<file path="config.mk">
export PLATFORM = sky130hd
export DESIGN_NAME = d_mem_lsu
export DESIGN_NICKNAME = d
export VERILOG_FILES = /design/src/rtl/d_mem_lsu.sv
export SDC_FILE = /design/constraint.sdc
export NUM_CORES = 1
export LEC_CHECK = 0
export ABC_AREA = 0
export BUFFER_PORTS_ARGS = -buffer_cell sky130_fd_sc_hd__buf_2
export CELL_PAD_IN_SITES_DETAIL_PLACEMENT = 1
export CELL_PAD_IN_SITES_GLOBAL_PLACEMENT = 1
export CORE_MARGIN = 2
export CORE_UTILIZATION = 37
export DETAILED_ROUTE_END_ITERATION = 16
export PLACE_DENSITY_LB_ADDON = 0.1
export SYNTH_ARGS = -nofsm -noshare
export SYNTH_HDL_FRONTEND = slang
export SYNTH_SLANG_ARGS = --single-unit
</file>
<file path="constraint.sdc">
create_clock -name clk -period 2.4 [get_ports clk]
set_input_delay 0.12 -clock clk [delete_from_list [all_inputs] [get_ports clk]]
set_output_delay 0.12 -clock clk [all_outputs]
set_load 0.1 [all_outputs]
</file>
<file path="src/rtl/d_mem_lsu.sv">
// Load/store sequencer in front of d_mem: splits misaligned half/word accesses into byte accesses and reassembles loads.
// Latency: store T+N+1, load T+N+2, reserved width T+1; req_ready is high only in IDLE, busy requests must be held.
module d_mem_lsu #(
   parameter int AddrWidth = 16
) (
   input  logic                 clk,
   input  logic                 reset,
   input  logic                 req_valid,
   output logic                 req_ready,
   input  logic                 req_write,
   input  logic [1:0]           req_width,
   input  logic                 req_sign_extend,
   input  logic [AddrWidth-1:0] req_addr,
   input  logic [31:0]          req_wdata,
   output logic                 rsp_valid,
   output logic [31:0]          rsp_rdata,
   output logic                 rsp_misaligned,
   output logic                 rsp_error,
   output logic [AddrWidth-1:0] mem_addr,
   output logic [1:0]           mem_width,
   output logic                 mem_sign_extend,
   output logic                 mem_write_enable,
   output logic [31:0]          mem_data_in,
   input  logic [31:0]          mem_data_out
);

   typedef enum logic [1:0] {
      IDLE,
      ISSUE,
      WAIT,
      RESP
   } state_t;

   localparam logic [1:0] WidthByte = 2'b00;
   localparam logic [1:0] WidthHalf = 2'b01;
   localparam logic [1:0] WidthWord = 2'b10;
   localparam logic [1:0] WidthRsvd = 2'b11;

   state_t               state_q, state_d;
   logic [1:0]           k_q, k_d;
   logic [1:0]           last_q, last_d;
   logic                 write_q, write_d;
   logic [1:0]           width_q, width_d;
   logic                 sext_q, sext_d;
   logic                 mis_q, mis_d;
   logic [AddrWidth-1:0] addr_q, addr_d;
   logic [31:0]          wdata_q, wdata_d;
   logic [31:0]          acc_q, acc_d;

   logic [AddrWidth-1:0] mem_addr_d;
   logic [1:0]           mem_width_d;
   logic                 mem_sext_d;
   logic                 mem_we_d;
   logic [31:0]          mem_data_in_d;
   logic [31:0]          rsp_rdata_d;
   logic                 rsp_mis_d;
   logic                 rsp_err_d;

   logic                 req_mis;
   logic [1:0]           k_next;
   logic [31:0]          wdata_sh;
   logic [31:0]          load_full;

   function automatic logic is_misaligned(input logic [1:0] w, input logic [1:0] a);
      case (w)
         WidthHalf: is_misaligned = a[0];
         WidthWord: is_misaligned = (a != 2'b00);
         default:   is_misaligned = 1'b0;
      endcase
   endfunction

   function automatic logic [31:0] put_byte(input logic [31:0] w, input logic [1:0] i,
                                            input logic [7:0] b);
      logic [31:0] r;
      r = w;
      r[{i, 3'b000} +: 8] = b;
      return r;
   endfunction

   assign req_mis   = is_misaligned(req_width, req_addr[1:0]);
   assign k_next    = k_q + 2'd1;
   assign wdata_sh  = wdata_q >> {k_next, 3'b000};
   assign req_ready = (state_q == IDLE);
   assign rsp_valid = (state_q == RESP);

   always_comb begin
      state_d       = state_q;
      k_d           = k_q;
      last_d        = last_q;
      write_d       = write_q;
      width_d       = width_q;
      sext_d        = sext_q;
      mis_d         = mis_q;
      addr_d        = addr_q;
      wdata_d       = wdata_q;
      acc_d         = acc_q;
      mem_addr_d    = mem_addr;
      mem_width_d   = mem_width;
      mem_sext_d    = mem_sign_extend;
      mem_we_d      = 1'b0;
      mem_data_in_d = mem_data_in;
      rsp_rdata_d   = rsp_rdata;
      rsp_mis_d     = rsp_misaligned;
      rsp_err_d     = rsp_error;
      load_full     = put_byte(acc_q, k_q, mem_data_out[7:0]);

      case (state_q)
         IDLE: begin
            if (req_valid) begin
               write_d = req_write;
               width_d = req_width;
               sext_d  = req_sign_extend;
               addr_d  = req_addr;
               wdata_d = req_wdata;
               mis_d   = req_mis;
               k_d     = 2'd0;
               acc_d   = 32'd0;
               if (!req_mis)                  last_d = 2'd0;
               else if (req_width == WidthHalf) last_d = 2'd1;
               else                           last_d = 2'd3;
               if (req_width == WidthRsvd) begin
                  state_d     = RESP;
                  rsp_rdata_d = 32'd0;
                  rsp_mis_d   = 1'b0;
                  rsp_err_d   = 1'b1;
               end else begin
                  // First access is registered straight from the request fields.
                  state_d    = ISSUE;
                  mem_addr_d = req_addr;
                  mem_we_d   = req_write;
                  if (req_mis) begin
                     mem_width_d   = WidthByte;
                     mem_sext_d    = 1'b0;
                     mem_data_in_d = {24'd0, req_wdata[7:0]};
                  end else begin
                     mem_width_d   = req_width;
                     mem_sext_d    = req_sign_extend;
                     mem_data_in_d = req_wdata;
                  end
               end
            end
         end
         ISSUE: begin
            // Read data trails the address by one cycle, so byte k-1 lands now.
            if (!write_q && k_q != 2'd0) begin
               acc_d = put_byte(acc_q, k_q - 2'd1, mem_data_out[7:0]);
            end
            if (k_q == last_q) begin
               if (write_q) begin
                  state_d     = RESP;
                  rsp_rdata_d = 32'd0;
                  rsp_mis_d   = mis_q;
                  rsp_err_d   = 1'b0;
               end else begin
                  state_d = WAIT;
               end
            end else begin
               k_d           = k_next;
               mem_addr_d    = addr_q + AddrWidth'(k_next);
               mem_width_d   = WidthByte;
               mem_sext_d    = 1'b0;
               mem_we_d      = write_q;
               mem_data_in_d = {24'd0, wdata_sh[7:0]};
            end
         end
         WAIT: begin
            state_d   = RESP;
            rsp_mis_d = mis_q;
            rsp_err_d = 1'b0;
            if (!mis_q) begin
               rsp_rdata_d = mem_data_out;
            end else begin
               if (width_q == WidthHalf) begin
                  load_full[31:16] = sext_q ? {16{load_full[15]}} : 16'd0;
               end
               rsp_rdata_d = load_full;
            end
         end
         RESP: begin
            state_d = IDLE;
         end
         default: state_d = IDLE;
      endcase
   end

   always_ff @(posedge clk or negedge reset) begin
      if (!reset) begin
         state_q          <= IDLE;
         k_q              <= 2'd0;
         last_q           <= 2'd0;
         write_q          <= 1'b0;
         width_q          <= WidthByte;
         sext_q           <= 1'b0;
         mis_q            <= 1'b0;
         addr_q           <= '0;
         wdata_q          <= 32'd0;
         acc_q            <= 32'd0;
         mem_addr         <= '0;
         mem_width        <= WidthByte;
         mem_sign_extend  <= 1'b0;
         mem_write_enable <= 1'b0;
         mem_data_in      <= 32'd0;
         rsp_rdata        <= 32'd0;
         rsp_misaligned   <= 1'b0;
         rsp_error        <= 1'b0;
      end else begin
         state_q          <= state_d;
         k_q              <= k_d;
         last_q           <= last_d;
         write_q          <= write_d;
         width_q          <= width_d;
         sext_q           <= sext_d;
         mis_q            <= mis_d;
         addr_q           <= addr_d;
         wdata_q          <= wdata_d;
         acc_q            <= acc_d;
         mem_addr         <= mem_addr_d;
         mem_width        <= mem_width_d;
         mem_sign_extend  <= mem_sext_d;
         mem_write_enable <= mem_we_d;
         mem_data_in      <= mem_data_in_d;
         rsp_rdata        <= rsp_rdata_d;
         rsp_misaligned   <= rsp_mis_d;
         rsp_error        <= rsp_err_d;
      end
   end

endmodule

</file>
==> qor.yml, run 1 <==
status: "finished clean"
clockBufferDepth: 2
regToRegStartpoint: "k_q[1]$_DFFE_PN0P_"
pre_cts_slack_ns: -0.305
hold_depth: 3
cp_common_cell: "buf_4"
cpMaxStageDelayCell: "dfrtp_1"
syn-num-nets: 844
arrival_ns: 2.56
ys_types: 54
clock-skew-final_ns: 0.0141
setup_viol: 0
die_w_um: 154
clk_pin_slew_ns: 0.08
start_util_pct: 37.4
vias_per_cell: 5.22
cp-end-kind: "register"
antenna_found_initial: 0
cts_htree_levels: 4
power_leakage_uw: 0.00510
grtUsageTotal_pct: 20.4
fin_nets: 1077
startpoint: "k_q[1]$_DFFE_PN0P_"
syn_avg_cell_area_um2: 11.3
hold_end: "rsp_rdata[15]$_DFFE_PN0P_"
powerDensity_mw_per_mm2: 1580
drc_errors: 0
multiInputGateArea_mm2: 0.00375
max_stage_delay_ns: 0.37
grt_start_max_net_pins: 60
synth_xor_area_share_pct: 1.79
synth_area_mm2: 0.00838
worstHoldStart: "mem_data_out[15]"
synthSimpleGateAreaFrac_pct: 11.1
syn_to_final_growth_pct: 29.9
io_buffers: 174
muxShareOfSynthArea_pct: 11.0
num_rows: 55
antenna_left: 0
boundaryPins: 175
cts_tree: "yes"
cp_top_family: "compound AO/OA/AOI/OAI gates"
r2r_slack_ns: 0.15
crit_path_max_fanout: 8
final_max_slew_viol_count: 0
synth_top_family_by_area: "compound AO/OA/AOI/OAI gates"
core_mm2: 0.0224
yosys_warnings: 0
cts-root-buf: "clkbuf_16"
ff2ff_path_depth: 9
cts_buffers: 17
synth_flop_cell: "dfrtp_1"
diodes: 0
hpwl_mm: 16.3
vias: 6633
worstSkewPairLatency_ns: 0.44
synth-seq-cells: 176
drive_gt1_share_pct: 34.3
grt_pass1_wl_mm: 38.9
crit_type: "register to register"
cp_num_buf_inv: 3
period_needed_ns: 2.25
dpl_cell_area_mm2: 0.00962
syn_inst: 739
detail_route.first_pass.iterations: 4
synth-edff-count: 0
synth_top_area_cell: "dfrtp_1"
synth_top_area_share_pct: 52.6
hold_viol: 0
drt_iter0_markers: 303
synthAdderAreaFrac_pct: 2.78
crit_chain: "inv_1, ha_2, buf_4, nor2b_1, nor3b_4, buf_4, a221o_1, a31oi_1, o21ai_2"
relSlewSlack_pct: 49.1
cap_violations: 0
rr_endpoint: "rsp_rdata[16]$_DFFE_PN0P_"
ir_drop_mv: 0.876
seq_area_frac_synth_pct: 52.6
wirelength_mm: 23.4
design_area_mm2: 0.0109
fmax_ghz: 0.445
dieArea_mm2: 0.0239
cp_num_cells: 9
seqCellArea_mm2: 0.00440
place_congestion: 0.776
crit_required_ns: 2.71
tightest_slew_ns: 0.760
synth_compound_area_share_pct: 17.3
holdWs_ns: 0.0143
fillCellCount: 2422
avgRoutedWirePerCell_um: 18.5
grt-ovfl-total: 0
final.setup.worst_slack_ns: 0.152
fp.dieH_um: 154
cp-start-kind: "register"
ys_async_sr_fraction_pct: 100
timing.final.crit_share_pct: 93.7
worstHoldPathType: "input pin to register"
ys_top_cells_by_area: "dfrtp_1, mux2_2, a22o_1, nand2_1, o21ai_0"
cts_sinks: 176
grt_pass1_vias: 7380
## worst max path at each step
stage	to
detailed placement	rsp_rdata[30]$_DFFE_PN0P_
global route	mem_addr[6]$_DFFE_PN0P_
global placement	rsp_rdata[17]$_DFFE_PN0P_
floorplan	rsp_rdata[23]$_DFFE_PN0P_
CTS	rsp_rdata[16]$_DFFE_PN0P_
finish	rsp_rdata[16]$_DFFE_PN0P_
## Yosys cell counts (2+ instances only)
library cell    n
a22o_1         46
a31oi_1        16
o21ai_1         4
mux4_2          7
clkinv_1        3
a22oi_1        12
clkbuf_1       21
xor2_1          6
nand3_1        11
buf_6           6
o21ai_0        56
ha_1           17
nor4_1          3
o21ai_2        20
a211o_1         2
mux2_2         52
o31ai_1         8
nand2b_1        2
dfrtp_1       176
and4b_1         2
nor2_1         15
buf_2          13
mux2i_1        15
a21oi_1        12
buf_1           5
and2_1          8
nor3_1          6
nor2b_1        28
a221o_1        17
buf_4           2
inv_1          11
nand4_1         6
nand2_1       103
xnor2_1         8
## sequential cells by signal, indices dropped and copies added (netlist names)
register	cells
last_q	2
k_q	2
write_q	1
mem_write_enable	1
addr_q	16
mem_width	2
mem_addr	16
state_q	2
wdata_q	32
sext_q	1
rsp_misaligned	1
rsp_error	1
mem_data_in	32
mem_sign_extend	1
rsp_rdata	32
width_q	2
acc_q	32
## worst reg2reg max path: cells and delay by family, from the launching register on
kind,cells,cell delay (ns)
adders and majority gates,1,0.34
buffers and inverters,3,0.48
AOI/OAI and AO/OA,3,0.62
and+or+nand+nor,2,0.32
DFF,1,0.37
## placed cells by master (no fill, tap or decap), types with 8 or more instances in the layout
cell type | synthesis | final
dlygate4sd3_1 | 0 | 57
ha_1 | 17 | 14
mux2i_1 | 15 | 15
a31oi_1 | 16 | 16
o21ai_2 | 20 | 21
mux2_2 | 52 | 52
xnor2_1 | 8 | 8
buf_4 | 2 | 28
and2_1 | 8 | 8
a21oi_1 | 12 | 12
a221o_1 | 17 | 17
o31ai_1 | 8 | 8
nand2_1 | 103 | 102
a22oi_1 | 12 | 12
o21ai_0 | 56 | 56
nor2_1 | 15 | 14
dfrtp_1 | 176 | 176
nor2b_1 | 28 | 26
clkbuf_16 | 0 | 17
inv_1 | 11 | 10
nand3_1 | 11 | 11
a22o_1 | 46 | 46
buf_2 | 13 | 173
## routing by layer
layer  wire length (um)  vias up  global-route usage (%)
met2              11800      143                    35.9
met1              10400     3338                    26.1
met3               1010       19                    4.37
li1                   -     3133                       -
met5                  0        -                       0
met4                225        0                    4.28
## cell families (layout without fill, tap and decap cells)
group,after synthesis,after routing
AO/OA/AOI/OAI,202,202
AND/OR/NAND/NOR,192,192
flip-flops,176,176
multiplexers,75,75
buffers and inverters,61,307
adder cells (fa/ha/maj),18,18
XOR/XNOR,15,15
## per-stage QoR
stage	utilization (%)	TNS (ns)	power, uW	cells
after CTS	48.2	0	17300	1268
after global routing	48.5	-0.00406	18300	1270
final	48.5	0	17200	1270
after floorplan	-	0	12200	739
after detailed placement	42.9	-4.20	14300	1179
after global placement	42.9	-1.91	14000	1179
## power by group
part	switching, uW	total (uW)	internal, uW
combinational	6990	9680	2690
sequential	642	4620	3980
clock	1360	2860	1510
## cell type report
class,count,area share [%]
clock buffers,17,3.91
well taps,285,3.28
multi-input cells,502,34.5
flip-flops and latches,176,40.5
inverters,14,0.517
clock inverters,15,1.74
repair buffers,261,15.6
## repair_timing
item / in CTS / in global routing
buffers inserted: 0 / 2
hold buffers: 57 / 0
pin swaps: 0 / 0
resized for setup: 2 / 11
endpoints found under the setup margin: 42 / 45
hold endpoints to repair: 138 / 0
Power figures use the tool's default switching activity.
==> inputs of run 2 (changes only) <==
- PLACE_DENSITY_LB_ADDON: 0.1 -> 0.05
==> run 2 against run 1 <==
Net effect:
- register-to-register slack got worse by 0.02 ns
- sequential power about the same
- clock-buffer cell count stayed put
- critical endpoint is now mem_addr[12]$_DFFE_PN0P_
- highest routed layer unchanged
- non-clock buffer count is 6 higher
==> qor.yml, run 2 (synthesis gave the netlist of run 1 again) <==
drive_gt1_share_pct: 35.0  # was 34.3%
instances_no_fill: 1278  # was 1270
fmax_ghz: 0.440  # was 0.445 GHz
power_leakage_uw: 0.00514  # was 0.00510 uW
io_buffers: 174  # unchanged
detail_route.first_pass.iterations: 4  # unchanged
final_max_slew_viol_count: 0  # unchanged
cts-root-buf: "clkbuf_16"  # unchanged
place_congestion: 0.789  # was 0.776
grtUsageTotal_pct: 20.9  # was 20.4%
fp.dieH_um: 154  # unchanged
drt_iter0_markers: 302  # was 303
r2r_slack_ns: 0.13  # was 0.15 ns
ff2ff_path_depth: 9  # unchanged
grt_start_max_net_pins: 64  # was 60
setup_viol: 0  # unchanged
clock-skew-final_ns: 0.0165  # was 0.0141 ns
hold_viol: 0  # unchanged
die_w_um: 154  # unchanged
cts_sinks: 176  # unchanged
worstSkewPairLatency_ns: 0.43  # was 0.44 ns
diodes: 0  # unchanged
vias: 6706  # was 6633
hpwl_mm: 17.0  # was 16.3 mm
period_needed_ns: 2.27  # was 2.25 ns
design_power_total_uw: 17300  # was 17200 uW
vias_per_cell: 5.25  # was 5.22
crit_path_max_fanout: 5  # was 8
drc_errors: 0  # unchanged
pre_cts_slack_ns: -0.215  # was -0.305 ns
crit_required_ns: 2.71  # about the same
worstHoldPathType: "input pin to register"  # unchanged
rr_endpoint: "mem_addr[12]$_DFFE_PN0P_"  # was rsp_rdata[16]$_DFFE_PN0P_
cp-end-kind: "register"  # unchanged
clockBufferDepth: 2  # unchanged
core_mm2: 0.0224  # unchanged
status: "finished clean"  # unchanged
cts_tree: "yes"  # unchanged
cap_violations: 0  # unchanged
powerDensity_mw_per_mm2: 1580  # about the same
place_inst: 1182  # was 1179
dieArea_mm2: 0.0239  # unchanged
grt_pass1_vias: 7146  # was 7380
crit_type: "register to register"  # unchanged
cp-start-kind: "register"  # unchanged
hold_depth: 3  # unchanged
clk_pin_slew_ns: 0.07  # was 0.08 ns
arrival_ns: 2.58  # was 2.56 ns
antenna_found_initial: 0  # unchanged
antenna_left: 0  # unchanged
holdWs_ns: 0.0442  # was 0.0143 ns
avgRoutedWirePerCell_um: 19.3  # was 18.5 um
grt-ovfl-total: 0  # unchanged
boundaryPins: 175  # unchanged
cts_htree_levels: 4  # unchanged
fin_nets: 1085  # was 1077
final_cell_mix: "dfrtp_1, buf_2, nand2_1"  # unchanged
worstHoldStart: "mem_data_out[12]"  # was mem_data_out[15]
layout_commonest_cell: "dfrtp_1"  # unchanged
num_rows: 55  # unchanged
grt_pass1_wl_mm: 39.7  # was 38.9 mm
wirelength_mm: 24.6  # was 23.4 mm
timing.setup.tns_ns: 0  # unchanged
cts_buffers: 17  # unchanged
ir_drop_mv: 0.916  # was 0.876 mV
regToRegStartpoint: "k_q[0]$_DFFE_PN0P_"  # was k_q[1]$_DFFE_PN0P_
tightest_slew_ns: 0.752  # was 0.760 ns
final.setup.worst_slack_ns: 0.127  # was 0.152 ns
hold_end: "rsp_rdata[12]$_DFFE_PN0P_"  # was rsp_rdata[15]$_DFFE_PN0P_
relSlewSlack_pct: 49.9  # was 49.1%
timing.final.crit_share_pct: 94.7  # was 93.7%
syn_to_final_growth_pct: 30.9  # was 29.9%
start_util_pct: 37.4  # unchanged
## run 2: critical path: stages, from the launching register on
cell     delay, ns
dfrtp_1       0.38
inv_1         0.14
ha_2          0.36
fa_1          0.48
nand4_1       0.10
buf_4         0.16
nor3_2        0.05
xnor2_1       0.14
nor3_1        0.06
a221o_1       0.27
## run 2: per-layer routing
layer  GRT usage, %  share of wire, %  vias up
met5              0                 0        -
met4           5.25               1.2        0
met3           3.53               3.4       20
met2           36.1                51      131
met1           27.5                45     3400
li1               -                 -     3155
## run 2: metrics by stage
step	utilization, %	cell area [um2]
final	48.9	11000
after global routing	48.9	11000
after detailed placement	43.1	9660
after global placement	43.1	9660
after floorplan	-	8390
after CTS	48.5	10900
## run 2: final cells by class
| class | count | area, um2 |
|---|---|---|
| Fill cell | 2461 | 11500 |
| Sequential cell | 176 | 4400 |
| Multi-Input combinational cell | 504 | 3790 |
| Timing Repair Buffer | 267 | 1770 |
| Clock buffer | 17 | 425 |
| Tap cell | 285 | 357 |
| Clock inverter | 15 | 168 |
| Inverter | 14 | 56.3 |
## run 2: what timing repair did
action | in CTS | in global routing
resized for setup | 4 | 18
gates cloned | 0 | 2
endpoints found under the setup margin | 44 | 47
hold endpoints to repair | 149 | 0
hold buffers | 60 | 0
pin swaps | 0 | 1
buffers inserted | 0 | 2
## run 2: worst max-delay path by stage
stage,cells past startpoint,to,start
finish,9,mem_addr[12]$_DFFE_PN0P_,k_q[0]$_DFFE_PN0P_
global route,9,mem_addr[12]$_DFFE_PN0P_,k_q[0]$_DFFE_PN0P_
CTS,8,rsp_rdata[20]$_DFFE_PN0P_,k_q[0]$_DFFE_PN0P_
detailed placement,7,rsp_rdata[31]$_DFFE_PN0P_,k_q[0]$_DFFE_PN0P_
global placement,7,rsp_rdata[17]$_DFFE_PN0P_,k_q[0]$_DFFE_PN0P_
floorplan,10,rsp_rdata[23]$_DFFE_PN0P_,k_q[0]$_DFFE_PN0P_
## run 2: power breakdown
| part | internal [uW] | switching, uW |
|---|---|---|
| logic | 2820 | 7100 |
| registers | 3980 | 644 |
| clock network | 1400 | 1370 |
| total | 8200 | 9110 |
==> inputs of run 3 (changes only) <==
- CORE_UTILIZATION: 37 -> 39
- CTS_CLUSTER_SIZE: default -> 14
==> run 3 against run 2 <==
Net effect:
- register-to-register slack barely moved
- clock skew fell by 0.0026 ns
- clock power rose by 4%
- non-clock buffer count fell by 5
==> qor.yml, run 3 (synthesis gave the netlist of run 1 again) <==
antenna_found_initial: 0  # unchanged
place_congestion: 0.777  # was 0.789
cap_violations: 0  # unchanged
dieArea_mm2: 0.0227  # was 0.0239 mm2
fillCellCount: 2313  # was 2461
worstSkewPairLatency_ns: 0.44  # was 0.43 ns
grt_pass1_wl_mm: 39.1  # was 39.7 mm
cp-end-kind: "register"  # unchanged
start_util_pct: 39.7  # was 37.4%
detail_route.first_pass.iterations: 4  # unchanged
period_needed_ns: 2.28  # was 2.27 ns
syn_to_final_growth_pct: 30.0  # was 30.9%
timing.final.crit_share_pct: 94.8  # was 94.7%
die_w_um: 151  # was 154 um
powerDensity_mw_per_mm2: 1580  # about the same
pre_cts_slack_ns: -0.156  # was -0.215 ns
cts_sinks: 176  # unchanged
grt_start_max_net_pins: 74  # was 64
cts_htree_levels: 4  # unchanged
timing.setup.tns_ns: 0  # unchanged
final_max_slew_viol_count: 0  # unchanged
clock-skew-final_ns: 0.0139  # was 0.0165 ns
ir_drop_mv: 0.988  # was 0.916 mV
crit_required_ns: 2.74  # was 2.71 ns
cts-root-buf: "clkbuf_16"  # unchanged
power_leakage_uw: 0.00512  # was 0.00514 uW
avgRoutedWirePerCell_um: 19.2  # was 19.3 um
drive_gt1_share_pct: 34.2  # was 35.0%
cp-start-kind: "register"  # unchanged
vias: 6753  # was 6706
layout_commonest_cell: "dfrtp_1"  # unchanged
arrival_ns: 2.61  # was 2.58 ns
setup_viol: 0  # unchanged
num_rows: 53  # was 55
drt_iter0_markers: 267  # was 302
clockBufferDepth: 2  # unchanged
clk_pin_slew_ns: 0.07  # about the same
hpwl_mm: 16.6  # was 17.0 mm
diodes: 0  # unchanged
crit_chain: "inv_1, ha_2, ha_1, a21oi_1, buf_4, nor3_1, nand3_1, xor2_1, o211ai_1"  # was inv_1, ha_2, fa_1, nand4_1, buf_4, nor3_2, xnor2_1, nor3_1, a221o_1
wirelength_mm: 24.2  # was 24.6 mm
fin_nets: 1078  # was 1085
holdWs_ns: 0.0128  # was 0.0442 ns
tightest_slew_ns: 0.775  # was 0.752 ns
worstHoldPathType: "input pin to register"  # unchanged
cts_buffers: 17  # unchanged
cts_tree: "yes"  # unchanged
final.setup.worst_slack_ns: 0.125  # was 0.127 ns
fmax_ghz: 0.440  # about the same
max_stage_delay_ns: 0.38  # was 0.48 ns
antenna_left: 0  # unchanged
grt-ovfl-total: 0  # unchanged
crit_type: "register to register"  # unchanged
core_mm2: 0.0211  # was 0.0224 mm2
grt_pass1_vias: 7270  # was 7146
grtUsageTotal_pct: 22.1  # was 20.9%
io_buffers: 174  # unchanged
boundaryPins: 175  # unchanged
drc_errors: 0  # unchanged
final_cell_mix: "dfrtp_1, buf_2, nand2_1"  # unchanged
vias_per_cell: 5.36  # was 5.25
hold_viol: 0  # unchanged
relSlewSlack_pct: 48.3  # was 49.9%
crit_path_max_fanout: 6  # was 5
status: "finished clean"  # unchanged
fp.dieH_um: 151  # was 154 um
cpMaxStageDelayCell: "dfrtp_1"  # was fa_1
run 3: changes by cell type in the layout (fill, tap and decap cells not counted), moves of 2 or more:
| cell | change |
|---|---|
| nor3_1 | +3 |
| nor3_2 | -3 |
| o21ai_2 | -2 |
| buf_4 | -2 |
| dlygate4sd3_1 | -3 |
| o21ai_1 | +2 |
run 3: final cells by class:
cell class / count / area, um2 / area share, %
Inverter: 14 / 52.6 / 0.482
Clock inverter: 15 / 193 / 1.77
Sequential cell: 176 / 4400 / 40.4
Timing Repair Buffer: 262 / 1730 / 15.8
Tap cell: 275 / 344 / 3.16
Multi-Input combinational cell: 502 / 3750 / 34.4
Clock buffer: 17 / 425 / 3.90
run 3: final timing paths:
kind,start,endpoint,cells after the start,slack (ns)
worst min register to register,rsp_rdata[26]$_DFFE_PN0P_,rsp_rdata[26]$_DFFE_PN0P_,2,0.48
worst max-delay path,k_q[1]$_DFFE_PN0P_,mem_addr[15]$_DFFE_PN0P_,9,0.12
worst min-delay path,mem_data_out[8],rsp_rdata[8]$_DFFE_PN0P_,3,0.01
max in group asynchronous,reset,addr_q[12]$_DFFE_PN0P_,3,1.36
min in group asynchronous,reset,rsp_rdata[13]$_DFFE_PN0P_,2,0.28
worst max register to register,k_q[1]$_DFFE_PN0P_,mem_addr[15]$_DFFE_PN0P_,9,0.12
run 3: metal layers:
metal | global-route usage [%] | wire, um | vias to the layer above
met5 | 0 | 0 | -
met4 | 6.82 | 441 | 0
met3 | 3.67 | 1030 | 33
met2 | 38.3 | 12300 | 156
met1 | 28.3 | 10400 | 3405
li1 | - | - | 3159
run 3: metrics by stage:
| stage | util, % | power (uW) | area [um2] | cells |
|---|---|---|---|---|
| final | 51.7 | 17300 | 10900 | 1261 |
| after global routing | 51.7 | 18300 | 10900 | 1261 |
| after global placement | 45.7 | 14000 | 9630 | 1170 |
| after detailed placement | 45.7 | 14300 | 9630 | 1170 |
| after CTS | 51.4 | 17400 | 10800 | 1259 |
| after floorplan | - | 12200 | 8390 | 739 |
run 3: repair_timing:
action / in CTS / in global routing
buffers inserted: 0 / 2
hold buffers: 57 / 0
resized for setup: 5 / 8
endpoints found under the setup margin: 66 / 47
endpoints found under the hold margin: 160 / 0
run 3: critical path: cells and delay by family (launching register included):
family | cells | cell delay (ns)
compound gates | 2 | 0.24
xor+xnor | 1 | 0.18
buf+inv | 2 | 0.30
simple gates | 2 | 0.44
flops | 1 | 0.38
fa+ha+maj | 2 | 0.64
run 3: power by group:
group          switching [uW]  total (uW)  internal [uW]
sequential                648        4620           3980
clock                    1370        2880           1510
combinational            7040        9760           2710
